$ cat src/rtl/uart_rx_tx.sv
// Full-duplex 8N1 UART: independent receiver and transmitter on one clock.
// RX samples mid-bit through a 2-flop synchroniser; TX drives a registered line.
module uart_rx_tx #(
    parameter int CLK_FREQ = 50_000_000,
    parameter int BAUD     = 115_200
) (
    input  logic       clk,
    input  logic       rst,
    input  logic       rx,
    output logic [7:0] rx_data,
    output logic       rx_valid,
    output logic       rx_frame_err,
    input  logic [7:0] tx_data,
    input  logic       tx_start,
    output logic       tx,
    output logic       tx_busy
);

    localparam int CLKS_PER_BIT = CLK_FREQ / BAUD;
    localparam int CNT_W = $clog2(CLKS_PER_BIT);
    localparam logic [CNT_W-1:0] BIT_LAST  = CNT_W'(CLKS_PER_BIT - 1);
    localparam logic [CNT_W-1:0] HALF_LAST = CNT_W'(CLKS_PER_BIT / 2 - 1);

    generate
        if (CLKS_PER_BIT < 4) begin : g_cpb_check
            $error("uart_rx_tx: CLK_FREQ/BAUD must be at least 4");
        end
    endgenerate

    typedef enum logic [2:0] {
        RX_IDLE,
        RX_START,
        RX_DATA,
        RX_STOP,
        RX_WAIT_HIGH
    } rx_state_t;

    typedef enum logic [1:0] {
        TX_IDLE,
        TX_START,
        TX_DATA,
        TX_STOP
    } tx_state_t;

    // ---------------- receiver ----------------
    logic             rx_s1;
    logic             rxs;
    rx_state_t        rx_state, rx_state_n;
    logic [CNT_W-1:0] rx_cnt, rx_cnt_n;
    logic [2:0]       rx_bit, rx_bit_n;
    logic [7:0]       rx_shift, rx_shift_n;
    logic [7:0]       rx_data_n;
    logic             rx_valid_n;
    logic             rx_err_n;

    always_ff @(posedge clk or posedge rst) begin
        if (rst) begin
            rx_s1 <= 1'b1;
            rxs   <= 1'b1;
        end else begin
            rx_s1 <= rx;
            rxs   <= rx_s1;
        end
    end

    always_ff @(posedge clk or posedge rst) begin
        if (rst) begin
            rx_state     <= RX_IDLE;
            rx_cnt       <= '0;
            rx_bit       <= '0;
            rx_shift     <= '0;
            rx_data      <= '0;
            rx_valid     <= 1'b0;
            rx_frame_err <= 1'b0;
        end else begin
            rx_state     <= rx_state_n;
            rx_cnt       <= rx_cnt_n;
            rx_bit       <= rx_bit_n;
            rx_shift     <= rx_shift_n;
            rx_data      <= rx_data_n;
            rx_valid     <= rx_valid_n;
            rx_frame_err <= rx_err_n;
        end
    end

    always_comb begin
        rx_state_n = rx_state;
        rx_cnt_n   = rx_cnt + 1'b1;
        rx_bit_n   = rx_bit;
        rx_shift_n = rx_shift;
        rx_data_n  = rx_data;
        rx_valid_n = 1'b0;
        rx_err_n   = 1'b0;
        unique case (rx_state)
            RX_IDLE: begin
                rx_cnt_n = '0;
                rx_bit_n = '0;
                if (!rxs) begin
                    rx_state_n = RX_START;
                end
            end
            RX_START: begin
                // mid-start-bit check rejects short glitches
                if (rx_cnt == HALF_LAST) begin
                    rx_cnt_n   = '0;
                    rx_state_n = rxs ? RX_IDLE : RX_DATA;
                end
            end
            RX_DATA: begin
                if (rx_cnt == BIT_LAST) begin
                    rx_cnt_n   = '0;
                    rx_shift_n = {rxs, rx_shift[7:1]};
                    rx_bit_n   = rx_bit + 1'b1;
                    if (rx_bit == 3'd7) begin
                        rx_state_n = RX_STOP;
                    end
                end
            end
            RX_STOP: begin
                if (rx_cnt == BIT_LAST) begin
                    rx_cnt_n = '0;
                    if (rxs) begin
                        rx_data_n  = rx_shift;
                        rx_valid_n = 1'b1;
                        rx_state_n = RX_IDLE;
                    end else begin
                        rx_err_n   = 1'b1;
                        rx_state_n = RX_WAIT_HIGH;
                    end
                end
            end
            RX_WAIT_HIGH: begin
                // a held break must not look like a new start bit
                rx_cnt_n = '0;
                if (rxs) begin
                    rx_state_n = RX_IDLE;
                end
            end
            default: begin
                rx_state_n = RX_IDLE;
            end
        endcase
    end

    // ---------------- transmitter ----------------
    tx_state_t        tx_state, tx_state_n;
    logic [CNT_W-1:0] tx_cnt, tx_cnt_n;
    logic [2:0]       tx_bit, tx_bit_n;
    logic [7:0]       tx_shift, tx_shift_n;
    logic             tx_n;
    logic             tx_busy_n;

    always_ff @(posedge clk or posedge rst) begin
        if (rst) begin
            tx_state <= TX_IDLE;
            tx_cnt   <= '0;
            tx_bit   <= '0;
            tx_shift <= '0;
            tx       <= 1'b1;
            tx_busy  <= 1'b0;
        end else begin
            tx_state <= tx_state_n;
            tx_cnt   <= tx_cnt_n;
            tx_bit   <= tx_bit_n;
            tx_shift <= tx_shift_n;
            tx       <= tx_n;
            tx_busy  <= tx_busy_n;
        end
    end

    always_comb begin
        tx_state_n = tx_state;
        tx_cnt_n   = tx_cnt + 1'b1;
        tx_bit_n   = tx_bit;
        tx_shift_n = tx_shift;
        tx_n       = tx;
        tx_busy_n  = tx_busy;
        unique case (tx_state)
            TX_IDLE: begin
                tx_cnt_n  = '0;
                tx_bit_n  = '0;
                tx_n      = 1'b1;
                tx_busy_n = 1'b0;
                if (tx_start) begin
                    tx_shift_n = tx_data;
                    tx_n       = 1'b0;
                    tx_busy_n  = 1'b1;
                    tx_state_n = TX_START;
                end
            end
            TX_START: begin
                if (tx_cnt == BIT_LAST) begin
                    tx_cnt_n   = '0;
                    tx_n       = tx_shift[0];
                    tx_state_n = TX_DATA;
                end
            end
            TX_DATA: begin
                if (tx_cnt == BIT_LAST) begin
                    tx_cnt_n = '0;
                    if (tx_bit == 3'd7) begin
                        tx_n       = 1'b1;
                        tx_state_n = TX_STOP;
                    end else begin
                        tx_bit_n   = tx_bit + 1'b1;
                        tx_shift_n = tx_shift >> 1;
                        tx_n       = tx_shift[1];
                    end
                end
            end
            TX_STOP: begin
                if (tx_cnt == BIT_LAST) begin
                    tx_cnt_n   = '0;
                    tx_busy_n  = 1'b0;
                    tx_state_n = TX_IDLE;
                end
            end
            default: begin
                tx_state_n = TX_IDLE;
            end
        endcase
    end

endmodule

$ cat config.mk
export PLATFORM = sky130hd
export DESIGN_NAME = uart_rx_tx
export DESIGN_NICKNAME = d
export VERILOG_FILES = /design/src/rtl/uart_rx_tx.sv
export SDC_FILE = /design/constraint.sdc
export NUM_CORES = 1
export LEC_CHECK = 0
export ABC_AREA = 1
export CORE_UTILIZATION = 58
export CTS_CLUSTER_DIAMETER = 150
export DETAILED_ROUTE_END_ITERATION = 8
export HOLD_SLACK_MARGIN = 0.1
export MAX_ROUTING_LAYER = met4
export PLACE_DENSITY = 0.78
export SLEW_MARGIN = 20
export SYNTH_ARGS = -nofsm -noshare
export SYNTH_HDL_FRONTEND = slang
export SYNTH_SLANG_ARGS = --single-unit
$ cat constraint.sdc
create_clock -name clk -period 3 [get_ports clk]
set_clock_uncertainty 0.05 [all_clocks]
set_input_delay 0.6 -clock clk [delete_from_list [all_inputs] [get_ports clk]]
set_output_delay 0.6 -clock clk [all_outputs]
set_load 0.05 [all_outputs]
==> impl_metrics.env <==
export IMPL_antennaDiodeCount=0
export IMPL_firstDrtPassIters=4
export IMPL_finalSetupViolCount=0
export IMPL_hold_viol=0
export IMPL_clock_sinks=59
export IMPL_utilization_pct=71.61
export IMPL_start_kind="flop"
export IMPL_rsz0062_at_grt="no"
export IMPL_drive_above_1_share_pct=10.81
export IMPL_timing_fmax_mhz=435.4
export IMPL_hold_slack_ns=0.3106
export IMPL_place_congestion=0.9033
export IMPL_synth_most_common_cell="nand2_1"
export IMPL_clockBufferDepth=2
export IMPL_synthArstFlopShare_pct=100.0
export IMPL_path_delay_family="buffers and inverters"
export IMPL_grt_use_total_pct=22.91
export IMPL_post_route_period_util_pct=76.55
export IMPL_worst_ep_required_time_ns=2.35
export IMPL_p_leak_nw=1.664
export IMPL_crit_buf_inv=1
export IMPL_wl_um=5085
export IMPL_maxSlewViolCount=0
export IMPL_overflow=0
export IMPL_synth_top_cell_area_share_pct=47.54
export IMPL_grt_max_degree=32
export IMPL_synthCells=335
export IMPL_fin_setup_tns_ns=0
export IMPL_cp_slowest_cell="clkdlybuf4s50_1"
export IMPL_grt_pass1_vias=2120
export IMPL_power_density_mw_per_mm2=709.9
export IMPL_drt_iter0_markers=110
export IMPL_avgRoutedWirePerCell_um=11.64
export IMPL_ant_nets=0
export IMPL_coreArea_mm2=0.004817
export IMPL_netlist_area_mm2=0.002948
export IMPL_outcome="complete, no violations"
export IMPL_ys_seq_area_share_pct=50.21
export IMPL_maxCapViolations=0
export IMPL_p_comb_share_pct=28.5
export IMPL_min_path_type="reg -> reg"
export IMPL_pwr_share_seq_pct=40.3
export IMPL_avgSynthCellArea_um2=8.799
export IMPL_die_area_mm2=0.005371
export IMPL_cts_tree="built"
export IMPL_ys_seq_elements=59
export IMPL_port_buffers=23
export IMPL_grt_pass1_wl_um=8852
export IMPL_critical_path_class="reg -> out"
export IMPL_pwr_share_clk_pct=31.2
export IMPL_io_pins=24
export IMPL_critPathMaxFanout=2
export IMPL_ys_types=33
export IMPL_clk_transition_reported_paths_ns=0.06
export IMPL_post_dp_hpwl_um=3588
export IMPL_ys_flop_type="dfrtp_1"
export IMPL_postCtsSetupBuffers=0
export IMPL_drc=0
export IMPL_synth_edff_count=0
export IMPL_slowest_delay_ns=0.79
export IMPL_p_sw_w=0.0008028
export IMPL_htreeDepth=3
export IMPL_max_slew_margin_rel_pct=56.06
export IMPL_cts_buffers=9
export IMPL_num_nets_final=392
export IMPL_via_per_inst=5.117
export IMPL_finalCriticalPeriod_ns=2.297
export IMPL_p_sw_share_pct=32.78
export IMPL_die_h_um=73.29
export IMPL_post_cts_resized=0
export IMPL_ir_drop_v=0.0004361
export IMPL_die_x_um=73.29
export IMPL_start_util_pct=61.19
export IMPL_end_kind="output pin"
export IMPL_grt_antenna_before_repair=0
export IMPL_ys_top_cells_by_count="75 x nand2_1, 56 x dfrtp_1, 49 x inv_1"
export IMPL_clk_latency_ns=0.33
export IMPL_ys_warnings_count=0
export IMPL_yosysTopAreaCell="dfrtp_1"
export IMPL_worst_pin_slew_ns=0.6573
export IMPL_yosys_top_cells_area="dfrtp_1 48%, nand2_1 9.6%, ha_1 6.4%, inv_1 6.2%, o21ai_0 3.9%"
export IMPL_cts_hold_fix_buffers=0
export IMPL_cp_data_arrival_time_ns=1.65
export IMPL_p_int_w=0.001646
export IMPL_syn2layout_area_growth_pct=17.02
export IMPL_via_count=2236
export IMPL_rows=25
export IMPL_crit_path_cell_trace="clkdlybuf4s50_1"
export IMPL_cts_root_buf="clkbuf_8"
export IMPL_synth_nets=362
-- sequential cells by signal (all words and copies together), names as in the netlist --
register	cells
rx_bit	3
rx_cnt	9
rx_data	8
rx_frame_err	1
rx_s1	1
rx_shift	8
rx_state	3
rx_valid	1
rxs	1
tx	1
tx_bit	3
tx_busy	1
tx_cnt	9
tx_shift	8
tx_state	2
-- cells by family (layout without fill, tap and decap cells) --
| group | after synthesis | in the layout | share of synthesized area [%] |
|---|---|---|---|
| AO/OA/AOI/OAI | 48 | 48 | 9.678 |
| AND/OR/NAND/NOR | 148 | 148 | 23.09 |
| multiplexers | 6 | 6 | 2.037 |
| buffers and inverters | 56 | 91 | 7.725 |
| XOR/XNOR | 3 | 3 | 0.8915 |
| flip-flops | 59 | 59 | 50.21 |
| adder cells (fa/ha/maj) | 15 | 15 | 6.367 |
-- layer usage --
layer	track usage, %	share of wire (%)	vias up
li1	-	-	1139
met1	28.66	47	1048
met2	33.95	48	41
met3	7.133	3.7	8
met4	11.11	1.4	0
met5	-	0	-
-- power groups by stage --
stage / logic, W / registers (W) / clock network [W]
detailed placement: 0.000707 / 0.00100 / 0
floorplan: 0.000544 / 0.00103 / 0
finish: 0.000698 / 0.000987 / 0.000763
global placement: 0.000685 / 0.000997 / 0
global route: 0.000803 / 0.000999 / 0.000815
CTS: 0.000712 / 0.000989 / 0.000778
-- final timing paths --
kind / from / to / slack (ns) / cells past startpoint
max: tx / tx / 0.70 / 1
min: rx_s1 / rxs / 0.31 / 0
max reg2reg: tx_state[0] / tx_shift[5] / 0.79 / 8
min reg2reg: rx_s1 / rxs / 0.31 / 0
max in group asynchronous: rst / rxs / 1.65 / 3
min in group asynchronous: rst / rx_cnt[0] / 0.62 / 2
-- final cells by class --
type	instances	area (um^2)
fillers	371	1368
well taps	67	83.83
multi-input cells	220	1240
clock buffers	13	138.9
inverters	51	191.4
repair buffers	24	250.2
clock inverters	3	65.06
flip-flops and latches	59	1480
-- cells in the final DEF (no fill, tap or decap), types with 4 or more instances in the layout --
| cell | count |
|---|---|
| nand3_1 | 20 |
| nor2_1 | 23 |
| clkbuf_1 | 4 |
| nand2_1 | 75 |
| mux2i_1 | 6 |
| o21ai_2 | 9 |
| dfrtp_1 | 56 |
| ha_1 | 15 |
| clkbuf_8 | 9 |
| clkdlybuf4s50_1 | 23 |
| o21ai_0 | 23 |
| nand4_1 | 6 |
| a21oi_1 | 10 |
| nor3_1 | 9 |
| inv_1 | 48 |
-- stage by stage --
stage | power [W] | std cells | area, um^2 | worst slack (ns)
after global placement | 0.001682 | 421 | 3246 | 0.8828
after CTS | 0.002478 | 437 | 3450 | 0.6897
final | 0.002449 | 437 | 3450 | 0.7034
after floorplan | 0.001577 | 335 | 2948 | 0.8986
after detailed placement | 0.001709 | 421 | 3246 | 0.7870
after global routing | 0.002616 | 437 | 3450 | 0.6064
Note: power is estimated with default switching activity, not from simulation.
